--- src/rtl/tt_sel_ctrl_if.sv ---
// Pad-side controls and selector outputs shared by the design selector and its driver.
interface tt_sel_ctrl_if #(
  parameter int G_X = 16,
  parameter int G_Y = 24
);
  localparam int BLK_W  = $clog2(G_X);
  localparam int BR_W   = (G_Y > 1) ? $clog2(G_Y) : 1;
  localparam int ADDR_W = BLK_W + BR_W;

  logic              cfg_serial;
  logic              ctrl_sel_rst_n;
  logic              ctrl_sel_inc;
  logic              ctrl_sel_data;
  logic              ctrl_ena;
  logic [ADDR_W-1:0] sel_addr;
  logic [BLK_W-1:0]  sel_blk;
  logic [G_Y-1:0]    sel_branch_oh;
  logic              um_ena;
  logic              sel_busy;
  logic              sel_ovf;

  modport master (
    output cfg_serial, ctrl_sel_rst_n, ctrl_sel_inc, ctrl_sel_data, ctrl_ena,
    input  sel_addr, sel_blk, sel_branch_oh, um_ena, sel_busy, sel_ovf
  );

  modport slave (
    input  cfg_serial, ctrl_sel_rst_n, ctrl_sel_inc, ctrl_sel_data, ctrl_ena,
    output sel_addr, sel_blk, sel_branch_oh, um_ena, sel_busy, sel_ovf
  );
endinterface

--- src/rtl/tt_sel_ctrl.sv ---
// Pad-driven design selector: pulse-count or serial-load address, one-hot branch, gapped enable.
// Pad edge to sel_addr is SYNC_STAGES+1 clk; um_ena stays low GAP_CYCLES clk after any address change.
module tt_sel_ctrl #(
  parameter int G_X         = 16,
  parameter int G_Y         = 24,
  parameter int SYNC_STAGES = 2,
  parameter int GAP_CYCLES  = 4
) (
  input  logic          clk,
  input  logic          rst,
  tt_sel_ctrl_if.slave  bus
);
  localparam int BLK_W   = $clog2(G_X);
  localparam int BR_W    = (G_Y > 1) ? $clog2(G_Y) : 1;
  localparam int ADDR_W  = BLK_W + BR_W;
  localparam int N_DES_I = G_X * G_Y;
  localparam logic [ADDR_W:0]   N_DES      = (ADDR_W+1)'(N_DES_I);
  localparam logic [ADDR_W-1:0] ADDR_LAST  = ADDR_W'(N_DES_I - 1);
  localparam int CNT_W   = (GAP_CYCLES > 1) ? $clog2(GAP_CYCLES) : 1;
  localparam logic [CNT_W-1:0]  GAP_RELOAD = CNT_W'(GAP_CYCLES - 1);

  typedef enum logic [1:0] {
    ST_OFF = 2'd0,
    ST_GAP = 2'd1,
    ST_ON  = 2'd2
  } state_t;

  logic [SYNC_STAGES-1:0] rst_n_sync, inc_sync, data_sync, ena_sync;
  logic                   rst_n_s, inc_s, data_s, ena_s;
  logic                   rst_n_d, inc_d;
  logic                   rst_n_rise, rst_n_fall, inc_rise;

  logic [ADDR_W-1:0] addr_q, addr_nxt;
  logic [ADDR_W-1:0] shift_q, shift_nxt;
  logic [G_Y-1:0]    oh_q, oh_nxt;
  logic [BR_W-1:0]   br_nxt;
  logic              ovf_q, ovf_nxt;
  logic              addr_chg;

  state_t            state_q, state_nxt;
  logic [CNT_W-1:0]  cnt_q, cnt_nxt;
  logic              um_ena_q, busy_q;

  // The clear pad synchroniser resets low so the selector starts in the cleared/framed state.
  always_ff @(posedge clk) begin
    if (rst) begin
      rst_n_sync <= '0;
      inc_sync   <= '0;
      data_sync  <= '0;
      ena_sync   <= '0;
      rst_n_d    <= 1'b0;
      inc_d      <= 1'b0;
    end else begin
      rst_n_sync <= {rst_n_sync[SYNC_STAGES-2:0], bus.ctrl_sel_rst_n};
      inc_sync   <= {inc_sync[SYNC_STAGES-2:0],   bus.ctrl_sel_inc};
      data_sync  <= {data_sync[SYNC_STAGES-2:0],  bus.ctrl_sel_data};
      ena_sync   <= {ena_sync[SYNC_STAGES-2:0],   bus.ctrl_ena};
      rst_n_d    <= rst_n_s;
      inc_d      <= inc_s;
    end
  end

  assign rst_n_s    = rst_n_sync[SYNC_STAGES-1];
  assign inc_s      = inc_sync[SYNC_STAGES-1];
  assign data_s     = data_sync[SYNC_STAGES-1];
  assign ena_s      = ena_sync[SYNC_STAGES-1];
  assign rst_n_rise = rst_n_s & ~rst_n_d;
  assign rst_n_fall = ~rst_n_s & rst_n_d;
  assign inc_rise   = inc_s & ~inc_d;

  always_comb begin
    addr_nxt  = addr_q;
    ovf_nxt   = ovf_q;
    shift_nxt = shift_q;
    if (!bus.cfg_serial) begin
      // Clear wins over an increment seen in the same cycle.
      if (!rst_n_s) begin
        addr_nxt = '0;
        ovf_nxt  = 1'b0;
      end else if (inc_rise) begin
        if (addr_q == ADDR_LAST) begin
          addr_nxt = '0;
          ovf_nxt  = 1'b1;
        end else begin
          addr_nxt = addr_q + ADDR_W'(1);
        end
      end
    end else begin
      if (rst_n_fall) begin
        shift_nxt = '0;
      end else if (!rst_n_s && inc_rise) begin
        shift_nxt = {shift_q[ADDR_W-2:0], data_s};
      end
      if (rst_n_rise) begin
        if ({1'b0, shift_q} < N_DES) begin
          addr_nxt = shift_q;
          ovf_nxt  = 1'b0;
        end else begin
          ovf_nxt  = 1'b1;
        end
      end
    end
  end

  assign addr_chg = (addr_nxt != addr_q);
  assign br_nxt   = addr_nxt[ADDR_W-1:BLK_W];

  always_comb begin
    oh_nxt = '0;
    for (int i = 0; i < G_Y; i++) begin
      oh_nxt[i] = (br_nxt == BR_W'(i));
    end
  end

  always_comb begin
    state_nxt = state_q;
    cnt_nxt   = cnt_q;
    case (state_q)
      ST_OFF: begin
        if (ena_s && !addr_chg) begin
          state_nxt = ST_GAP;
          cnt_nxt   = GAP_RELOAD;
        end
      end
      ST_GAP: begin
        if (!ena_s) begin
          state_nxt = ST_OFF;
        end else if (addr_chg) begin
          cnt_nxt = GAP_RELOAD;
        end else if (cnt_q == '0) begin
          state_nxt = ST_ON;
        end else begin
          cnt_nxt = cnt_q - CNT_W'(1);
        end
      end
      ST_ON: begin
        if (!ena_s) begin
          state_nxt = ST_OFF;
        end else if (addr_chg) begin
          state_nxt = ST_GAP;
          cnt_nxt   = GAP_RELOAD;
        end
      end
      default: begin
        state_nxt = ST_OFF;
      end
    endcase
  end

  // um_ena is decoded from the next state so it drops on the very edge the address moves.
  always_ff @(posedge clk) begin
    if (rst) begin
      addr_q   <= '0;
      shift_q  <= '0;
      oh_q     <= G_Y'(1);
      ovf_q    <= 1'b0;
      state_q  <= ST_OFF;
      cnt_q    <= '0;
      um_ena_q <= 1'b0;
      busy_q   <= 1'b0;
    end else begin
      addr_q   <= addr_nxt;
      shift_q  <= shift_nxt;
      oh_q     <= oh_nxt;
      ovf_q    <= ovf_nxt;
      state_q  <= state_nxt;
      cnt_q    <= cnt_nxt;
      um_ena_q <= (state_nxt == ST_ON);
      busy_q   <= (state_nxt == ST_GAP);
    end
  end

  assign bus.sel_addr      = addr_q;
  assign bus.sel_blk       = addr_q[BLK_W-1:0];
  assign bus.sel_branch_oh = oh_q;
  assign bus.sel_ovf       = ovf_q;
  assign bus.um_ena        = um_ena_q;
  assign bus.sel_busy      = busy_q;
endmodule
--- src/flat_wrapper.sv ---
// flat-port wrapper written by rule: the top's interface ports become plain ports
module tt_sel_ctrl_flat 
#(
  parameter int G_X         = 16,
  parameter int G_Y         = 24,
  parameter int SYNC_STAGES = 2,
  parameter int GAP_CYCLES  = 4
)
  (clk, rst, bus_cfg_serial, bus_ctrl_sel_rst_n, bus_ctrl_sel_inc, bus_ctrl_sel_data, bus_ctrl_ena, bus_sel_addr, bus_sel_blk, bus_sel_branch_oh, bus_um_ena, bus_sel_busy, bus_sel_ovf);
  tt_sel_ctrl_if #(.G_X(G_X), .G_Y(G_Y)) bus_i ();
  input  logic clk;
  input  logic rst;
  input wire logic [$bits(bus_i.cfg_serial)-1:0] bus_cfg_serial;
  input wire logic [$bits(bus_i.ctrl_sel_rst_n)-1:0] bus_ctrl_sel_rst_n;
  input wire logic [$bits(bus_i.ctrl_sel_inc)-1:0] bus_ctrl_sel_inc;
  input wire logic [$bits(bus_i.ctrl_sel_data)-1:0] bus_ctrl_sel_data;
  input wire logic [$bits(bus_i.ctrl_ena)-1:0] bus_ctrl_ena;
  output wire logic [$bits(bus_i.sel_addr)-1:0] bus_sel_addr;
  output wire logic [$bits(bus_i.sel_blk)-1:0] bus_sel_blk;
  output wire logic [$bits(bus_i.sel_branch_oh)-1:0] bus_sel_branch_oh;
  output wire logic [$bits(bus_i.um_ena)-1:0] bus_um_ena;
  output wire logic [$bits(bus_i.sel_busy)-1:0] bus_sel_busy;
  output wire logic [$bits(bus_i.sel_ovf)-1:0] bus_sel_ovf;
  assign bus_i.cfg_serial = bus_cfg_serial;
  assign bus_i.ctrl_sel_rst_n = bus_ctrl_sel_rst_n;
  assign bus_i.ctrl_sel_inc = bus_ctrl_sel_inc;
  assign bus_i.ctrl_sel_data = bus_ctrl_sel_data;
  assign bus_i.ctrl_ena = bus_ctrl_ena;
  assign bus_sel_addr = bus_i.sel_addr;
  assign bus_sel_blk = bus_i.sel_blk;
  assign bus_sel_branch_oh = bus_i.sel_branch_oh;
  assign bus_um_ena = bus_i.um_ena;
  assign bus_sel_busy = bus_i.sel_busy;
  assign bus_sel_ovf = bus_i.sel_ovf;
  tt_sel_ctrl #(.G_X(G_X), .G_Y(G_Y), .SYNC_STAGES(SYNC_STAGES), .GAP_CYCLES(GAP_CYCLES)) u_core (.clk(clk), .rst(rst), .bus(bus_i));
endmodule
--- config.mk ---
export PLATFORM = sky130hd
export DESIGN_NAME = tt_sel_ctrl_flat
export DESIGN_NICKNAME = d
export VERILOG_FILES = /design/src/rtl/tt_sel_ctrl_if.sv /design/src/rtl/tt_sel_ctrl.sv /design/src/flat_wrapper.sv
export SDC_FILE = /design/constraint.sdc
export NUM_CORES = 1
export LEC_CHECK = 0
export ABC_AREA = 1
export CAP_MARGIN = 0
export CELL_PAD_IN_SITES_DETAIL_PLACEMENT = 1
export CELL_PAD_IN_SITES_GLOBAL_PLACEMENT = 2
export CORE_MARGIN = 2
export CORE_UTILIZATION = 31
export DETAILED_ROUTE_END_ITERATION = 8
export GPL_ROUTABILITY_DRIVEN = 0
export GPL_TIMING_DRIVEN = 0
export PLACE_DENSITY_LB_ADDON = 0.1
export SLEW_MARGIN = 20
export SYNTH_ARGS = -nofsm -noshare
export SYNTH_HDL_FRONTEND = slang
export SYNTH_SLANG_ARGS = --single-unit
--- constraint.sdc ---
create_clock -name clk -period 5.3 [get_ports clk]
set_input_delay 1.59 -clock clk [delete_from_list [all_inputs] [get_ports clk]]
set_output_delay 1.59 -clock clk [all_outputs]
set_load 0.01 [all_outputs]
==> results of run 1 <==
## layout make-up
type                       count  area [um^2]  share of cell area
sequential                    59         1180               0.353
tap                          105          131              0.0392
multi-input combinational    233         1130               0.336
clock buffer                   9          124              0.0370
buffer                        11         58.8              0.0176
timing repair buffer          44          440               0.131
inverter                      50          188              0.0560
clock inverter                 7          101              0.0302
## path summary, 6_finish.rpt
kind                                        startpoint              endpoint  slack [ps]  cells after the start
worst max-delay path            u_core.bus.sel_addr[2]        bus_sel_blk[2]        2120                      2
worst max register to register  u_core.bus.sel_addr[1]       u_core.cnt_q[1]        2910                     16
worst min register to register    u_core.rst_n_sync[0]  u_core.rst_n_sync[1]         400                      2
worst min-delay path              u_core.rst_n_sync[0]  u_core.rst_n_sync[1]         400                      2
## layer usage
layer | track usage | share of wire | vias to the layer above
li1 | - | - | 1216
met1 | 0.230 | 0.49 | 1100
met2 | 0.273 | 0.45 | 42
met3 | 0.0583 | 0.045 | 8
met4 | 0.0471 | 0.013 | 0
met5 | 0 | 0 | -
## state kept, by name (all words and copies together) (netlist names)
register                  cells
u_core.rst_n_sync             2
u_core.inc_sync               2
u_core.bus.um_ena             1
u_core.bus.sel_busy           1
u_core.bus.sel_ovf            1
u_core.cnt_q                  2
u_core.inc_d                  1
u_core.bus.sel_branch_oh     24
u_core.shift_q                9
u_core.data_sync              2
u_core.state_q                2
u_core.bus.sel_addr           9
u_core.rst_n_d                1
u_core.ena_sync               2
## metrics by stage
| step | util | cells | power (uW) | hold WS, ps |
|---|---|---|---|---|
| floorplan | - | 353 | 527 | 388 |
| global placement | 0.386 | 502 | 559 | 391 |
| detailed placement | 0.386 | 502 | 560 | 398 |
| CTS | 0.414 | 518 | 1040 | 409 |
| global route | 0.414 | 518 | 1070 | 423 |
| finish | 0.414 | 518 | 1020 | 405 |
## power by group through the flow
stage          registers, uW  clock network [uW]  logic [uW]
2_1_floorplan            473                   0        53.9
3_3_place_gp             473                   0        85.3
3_5_place_dp             474                   0        86.7
4_1_cts                  463                 485        87.2
5_1_grt                  465                 508        97.1
6_report                 463                 471        84.8
## worst max-delay path, delay by kind of cell, from the launching register on
family   cells  cell delay (ps)
buf+inv      2              690
flops        1              550
## cell families (layout without fill, tap and decap cells)
| group | count (synthesis) | count (layout) | synth area share |
|---|---|---|---|
| adder cells (fa/ha/maj) | 2 | 2 | 0.00980 |
| AND/OR/NAND/NOR | 189 | 189 | 0.331 |
| buffers and inverters | 61 | 121 | 0.0965 |
| AO/OA/AOI/OAI | 42 | 42 | 0.100 |
| flip-flops | 59 | 59 | 0.463 |
## layout by cell type, fill, tap and decap left out, types with 2 or more instances in the layout
cell / synthesis / final
nand3_2: 5 / 5
o21ai_2: 2 / 2
bufinv_16: 0 / 2
clkbuf_8: 0 / 9
nor3_1: 5 / 5
nand2_1: 77 / 77
o21ai_1: 3 / 3
clkinvlp_4: 0 / 2
ha_1: 2 / 2
clkbuf_1: 5 / 5
clkdlybuf4s50_1: 0 / 44
buf_4: 4 / 4
clkinv_4: 0 / 2
nand3_1: 22 / 22
buf_2: 2 / 2
nor2_4: 4 / 4
inv_1: 49 / 49
nand2_2: 5 / 5
o21ai_0: 7 / 7
dfxtp_1: 59 / 59
nor2_2: 3 / 3
a21oi_1: 19 / 19
nand4_1: 3 / 3
a211oi_1: 7 / 7
nor2_1: 63 / 63
==> impl_metrics.csv, run 1 <==
group,metric,value,unit
status,status,"completed",
logic_synthesis,syn-cell-area,2550,um^2
die,coreArea,8090,um^2
logic_synthesis,avgSynthCellArea,7.23,um^2
logic_synthesis,netlist_top_cells_area,"dfxtp_1 (46%), nand2_1 (11%), nor2_1 (9.3%)",
hold_path,hp-class,"reg -> reg",
clock_tree,clk_pin_slew,80,ps
timing,grt_setup_unrepaired,"no",
clock_tree,htree_levels,3,
run,max-cap-violations,0,
setup_path,slowest_stage,"dfxtp_1",
clock_tree,ctsResizeCount,0,
clock_tree,clock_path_buffers,2,
setup_path,cp_max_fo,9,
placement,dpl_cell_area,3130,um^2
setup_path,cp_slowest_stage_delay,550,ps
layout,fillers,1049,
die,dieHeight,94.8,um
global_routing,grt_pass1_vias,2366,
clock_tree,cts_hold_buf,0,
setup_path,critical_path_class,"reg -> out",
global_routing,grt_max_degree,13,
die,ioPinCount,47,
timing,fmax,314,MHz
layout,area_growth,31.2,%
clock_tree,numCtsBuffers,9,
power,seqPwrFrac,0.454,
power,power.leakage,0.00143,uW
global_routing,grt_pass1_wl,11800,um
logic_synthesis,synth_seq_cells,59,
layout,n_antenna_cell,0,
placement,place.port_buffers,44,
timing,max_slew.worst_pin.slew,612,ps
global_routing,antenna_found_initial,0,
timing,relSlewSlack,0.592,
logic_synthesis,ys_top_cells_by_count,"nand2_1 (77), nor2_1 (63), dfxtp_1 (59)",
setup_path,endpoint_kind,"output port",
global_routing,grt_usage,0.175,
power,power.switching,265,uW
routing,ant_nets,0,
routing,drtPass1Iterations,4,
routing,drt-vias-per-instance,4.57,
clock_tree,ctsRootBufferMaster,"clkbuf_8",
logic_synthesis,yosysSeqAreaShare,0.463,
placement,hpwl,5410,um
power,intPower,754,uW
logic_synthesis,yosysTopAreaCell,"dfxtp_1",
routing,drt-wirelength-per-cell,13.8,um
timing,hold_violations,0,
timing,skew,9.69,ps
clock_tree,clock-sinks,59,
logic_synthesis,async_reset_ff_frac,0,
die,chipWidth,94.8,um
timing,fin_setup_tns,0,ps
clock_tree,clk_latency,350,ps
routing,wl,7130,um
timing,layout_min_cycle_time,3180,ps
clock_tree,cts_tree,"yes",
logic_synthesis,synth_nets,362,
power,comb_power_share,0.083,
setup_path,start_kind,"flop",
setup_path,worstPathCellList,"buf_4 -> clkdlybuf4s50_1",
global_routing,grt_overflow,0,
timing,setup_viol,0,
logic_synthesis,synth_most_common_cell,"nand2_1",
power,power_frac_clock,0.462,
routing,vias,2366,
power,peakVddDrop,171,uV
timing,fin_crit_sh,0.600,
die,dieArea,8980,um^2
logic_synthesis,synth_edf_count,0,
die,start_util,0.316,
placement,post-place-ws,1920,ps
logic_synthesis,yosysTopAreaCellShare,0.463,
layout,nets,417,
die,rows,33,
timing,maxSlewViolCount,0,
logic_synthesis,ys.warnings.count,0,
routing,drtIter0Drc,97,
setup_path,crit_arrival,1590,ps
timing,fin_ws,2120,ps
setup_path,worstPathRequired,3710,ps
routing,remaining_drc_errors,0,
logic_synthesis,netlist_instances,353,
power,switching_share,0.260,
logic_synthesis,synthFlopType,"dfxtp_1",
layout,drive_above_1_share,0.107,
logic_synthesis,synth.distinct_cells,27,
power,cellPowerDensity,304,nW/um^2
layout,finish.instance_area,3350,um^2
clock_tree,post_cts_buffers,0,
Power figures use the tool's default switching activity.
==> inputs of run 2 (changes only) <==
--- a/config.mk
+++ b/config.mk
@@ -10,7 +10,7 @@
 export CELL_PAD_IN_SITES_DETAIL_PLACEMENT = 1
 export CELL_PAD_IN_SITES_GLOBAL_PLACEMENT = 2
 export CORE_MARGIN = 2
-export CORE_UTILIZATION = 31
+export CORE_UTILIZATION = 26
 export DETAILED_ROUTE_END_ITERATION = 8
 export GPL_ROUTABILITY_DRIVEN = 0
 export GPL_TIMING_DRIVEN = 0
==> constraint.sdc (replaced) <==
create_clock -name clk -period 2.9 [get_ports clk]
set_input_delay 0.87 -clock clk [delete_from_list [all_inputs] [get_ports clk]]
set_output_delay 0.87 -clock clk [all_outputs]
set_load 0.01 [all_outputs]
==> run 2 against run 1 <==
- global-route usage fell by 1.8 points
- routed wire length increased by 5.2%
- critical path type unchanged
- register-to-register slack worse by 2400 ps
- clock power increased by 110%
==> impl_metrics.csv, run 2 (same netlist as run 1, synthesis figures left out) <==
group,metric,value,unit
timing,fmax,409,MHz
power,finalPower,1970,uW
placement,place.port_buffers,44,
die,dieArea,10600,um^2
setup_path,start_kind,"flop",
clock_tree,cts_hold_buf,0,
setup_path,critical_path_buf_inv_count,2,
status,status,"completed",
setup_path,worstPathRequired,2030,ps
global_routing,grt_pass1_vias,2411,
clock_tree,post_cts_buffers,0,
layout,area_growth,33.6,%
timing,layout_min_cycle_time,2440,ps
routing,remaining_drc_errors,0,
setup_path,reg2reg_depth,15,
timing,fin_ws,456,ps
setup_path,critical_path_class,"reg -> out",
placement,post-place-ws,215,ps
layout,fillers,1212,
clock_tree,clk_latency,350,ps
run,max-cap-violations,0,
routing,ant_nets,0,
routing,drt-vias-per-instance,4.32,
global_routing,antenna_found_initial,0,
hold_path,hp-class,"reg -> reg",
routing,drtIter0Drc,50,
timing,skew,10.7,ps
layout,drive_above_1_share,0.107,
timing,relSlewSlack,0.558,
setup_path,cp.depth,2,
global_routing,grt_usage,0.156,
setup_path,slowest_stage,"dfxtp_1",
timing,fin_crit_sh,0.843,
setup_path,cp_top_family,"buffers and inverters",
setup_path,cp_slowest_stage_delay,540,ps
clock_tree,cts_tree,"yes",
timing,grt_setup_unrepaired,"no",
timing,hold_ws,407,ps
clock_tree,ctsResizeCount,0,
clock_tree,ctsRootBufferMaster,"clkbuf_8",
routing,wl,7500,um
timing,setup_viol,0,
clock_tree,clock_path_buffers,2,
layout,n_antenna_cell,0,
layout,largest_reg_flops,24,
layout,most-common-layout-cells,"nand2_1 (77), nor2_1 (63), dfxtp_1 (59), inv_1 (49), clkdlybuf4s50_1 (44)",
power,power.leakage,0.00145,uW
setup_path,cp_max_fo,9,
clock_tree,clk_pin_slew,80,ps
routing,drt-wirelength-per-cell,13.7,um
power,cellPowerDensity,578,nW/um^2
clock_tree,numCtsBuffers,9,
die,rows,36,
layout,nets,417,
die,ioPinCount,47,
setup_path,crit_arrival,1570,ps
timing,hold_violations,0,
die,chipWidth,103,um
global_routing,grt_pass1_wl,12300,um
power,peakVddDrop,215,uV
die,dieHeight,103,um
routing,drtPass1Iterations,4,
clock_tree,htree_levels,3,
hold_path,hold_depth,2,
die,start_util,0.265,
timing,max_slew.worst_pin.slew,663,ps
timing,maxSlewViolCount,0,
clock_tree,clock-sinks,59,
die,coreArea,9640,um^2
layout,final_common_cell,"nand2_1",
global_routing,grt_overflow,0,
timing,fin_setup_tns,0,ps
placement,hpwl,5620,um
global_routing,grt_max_degree,12,
setup_path,endpoint_kind,"output port",
routing,vias,2361,
setup_path,worstPathCellList,"buf_4 -> clkdlybuf4s50_1",
-- run 2: changes by cell type in the layout (fill, tap and decap cells not counted), sizes merged --
cell and change:
clkinvlp -2, bufinv +1, clkbuf +1, clkinv +1, inv -1
-- run 2: path summary, 6_finish.rpt --
| kind | from | endpoint | slack [ps] |
|---|---|---|---|
| worst max-delay path | u_core.bus.sel_addr[2] | bus_sel_blk[2] | 460 |
| worst min-delay path | u_core.inc_sync[0] | u_core.inc_sync[1] | 410 |
| worst max register to register | u_core.bus.sel_addr[1] | u_core.cnt_q[0] | 480 |
| worst min register to register | u_core.inc_sync[0] | u_core.inc_sync[1] | 410 |
-- run 2: final cells by class --
| type | count | area (um^2) | area share |
|---|---|---|---|
| Tap cell | 133 | 166 | 0.0488 |
| Multi-Input combinational cell | 233 | 1130 | 0.330 |
| Inverter | 50 | 188 | 0.0550 |
| Clock buffer | 10 | 138 | 0.0404 |
| Timing Repair Buffer | 44 | 440 | 0.129 |
| Buffer | 11 | 58.8 | 0.0172 |
| Sequential cell | 59 | 1180 | 0.346 |
| Clock inverter | 6 | 113 | 0.0330 |
-- run 2: tightest hold or removal path, stage by stage (launching register included) --
cell	delay (ps)
dfxtp_1	300
inv_1	50
nor2_1	30
-- run 2: where the power goes --
part	leakage [uW]	internal (uW)	switching, uW
combinational	0.000845	58.4	97.4
clock	0.000126	596	373
sequential	0.000479	831	16.2
total	0.00145	1490	487
-- run 2: routing by layer --
layer,global-route usage,up-vias,share of wire,routed length (um)
met5,0,-,0,0
met3,0.0386,9,0.040,298
met1,0.203,1101,0.48,3590
met2,0.246,39,0.46,3470
li1,-,1212,-,-
met4,0.0698,0,0.018,133
-- run 2: metrics by stage --
stage	cell area [um^2]	util	std cells
2_1_floorplan	2550	-	353
3_3_place_gp	3160	0.328	530
3_5_place_dp	3160	0.328	530
4_1_cts	3410	0.354	546
5_1_grt	3410	0.354	546
6_report	3410	0.354	546
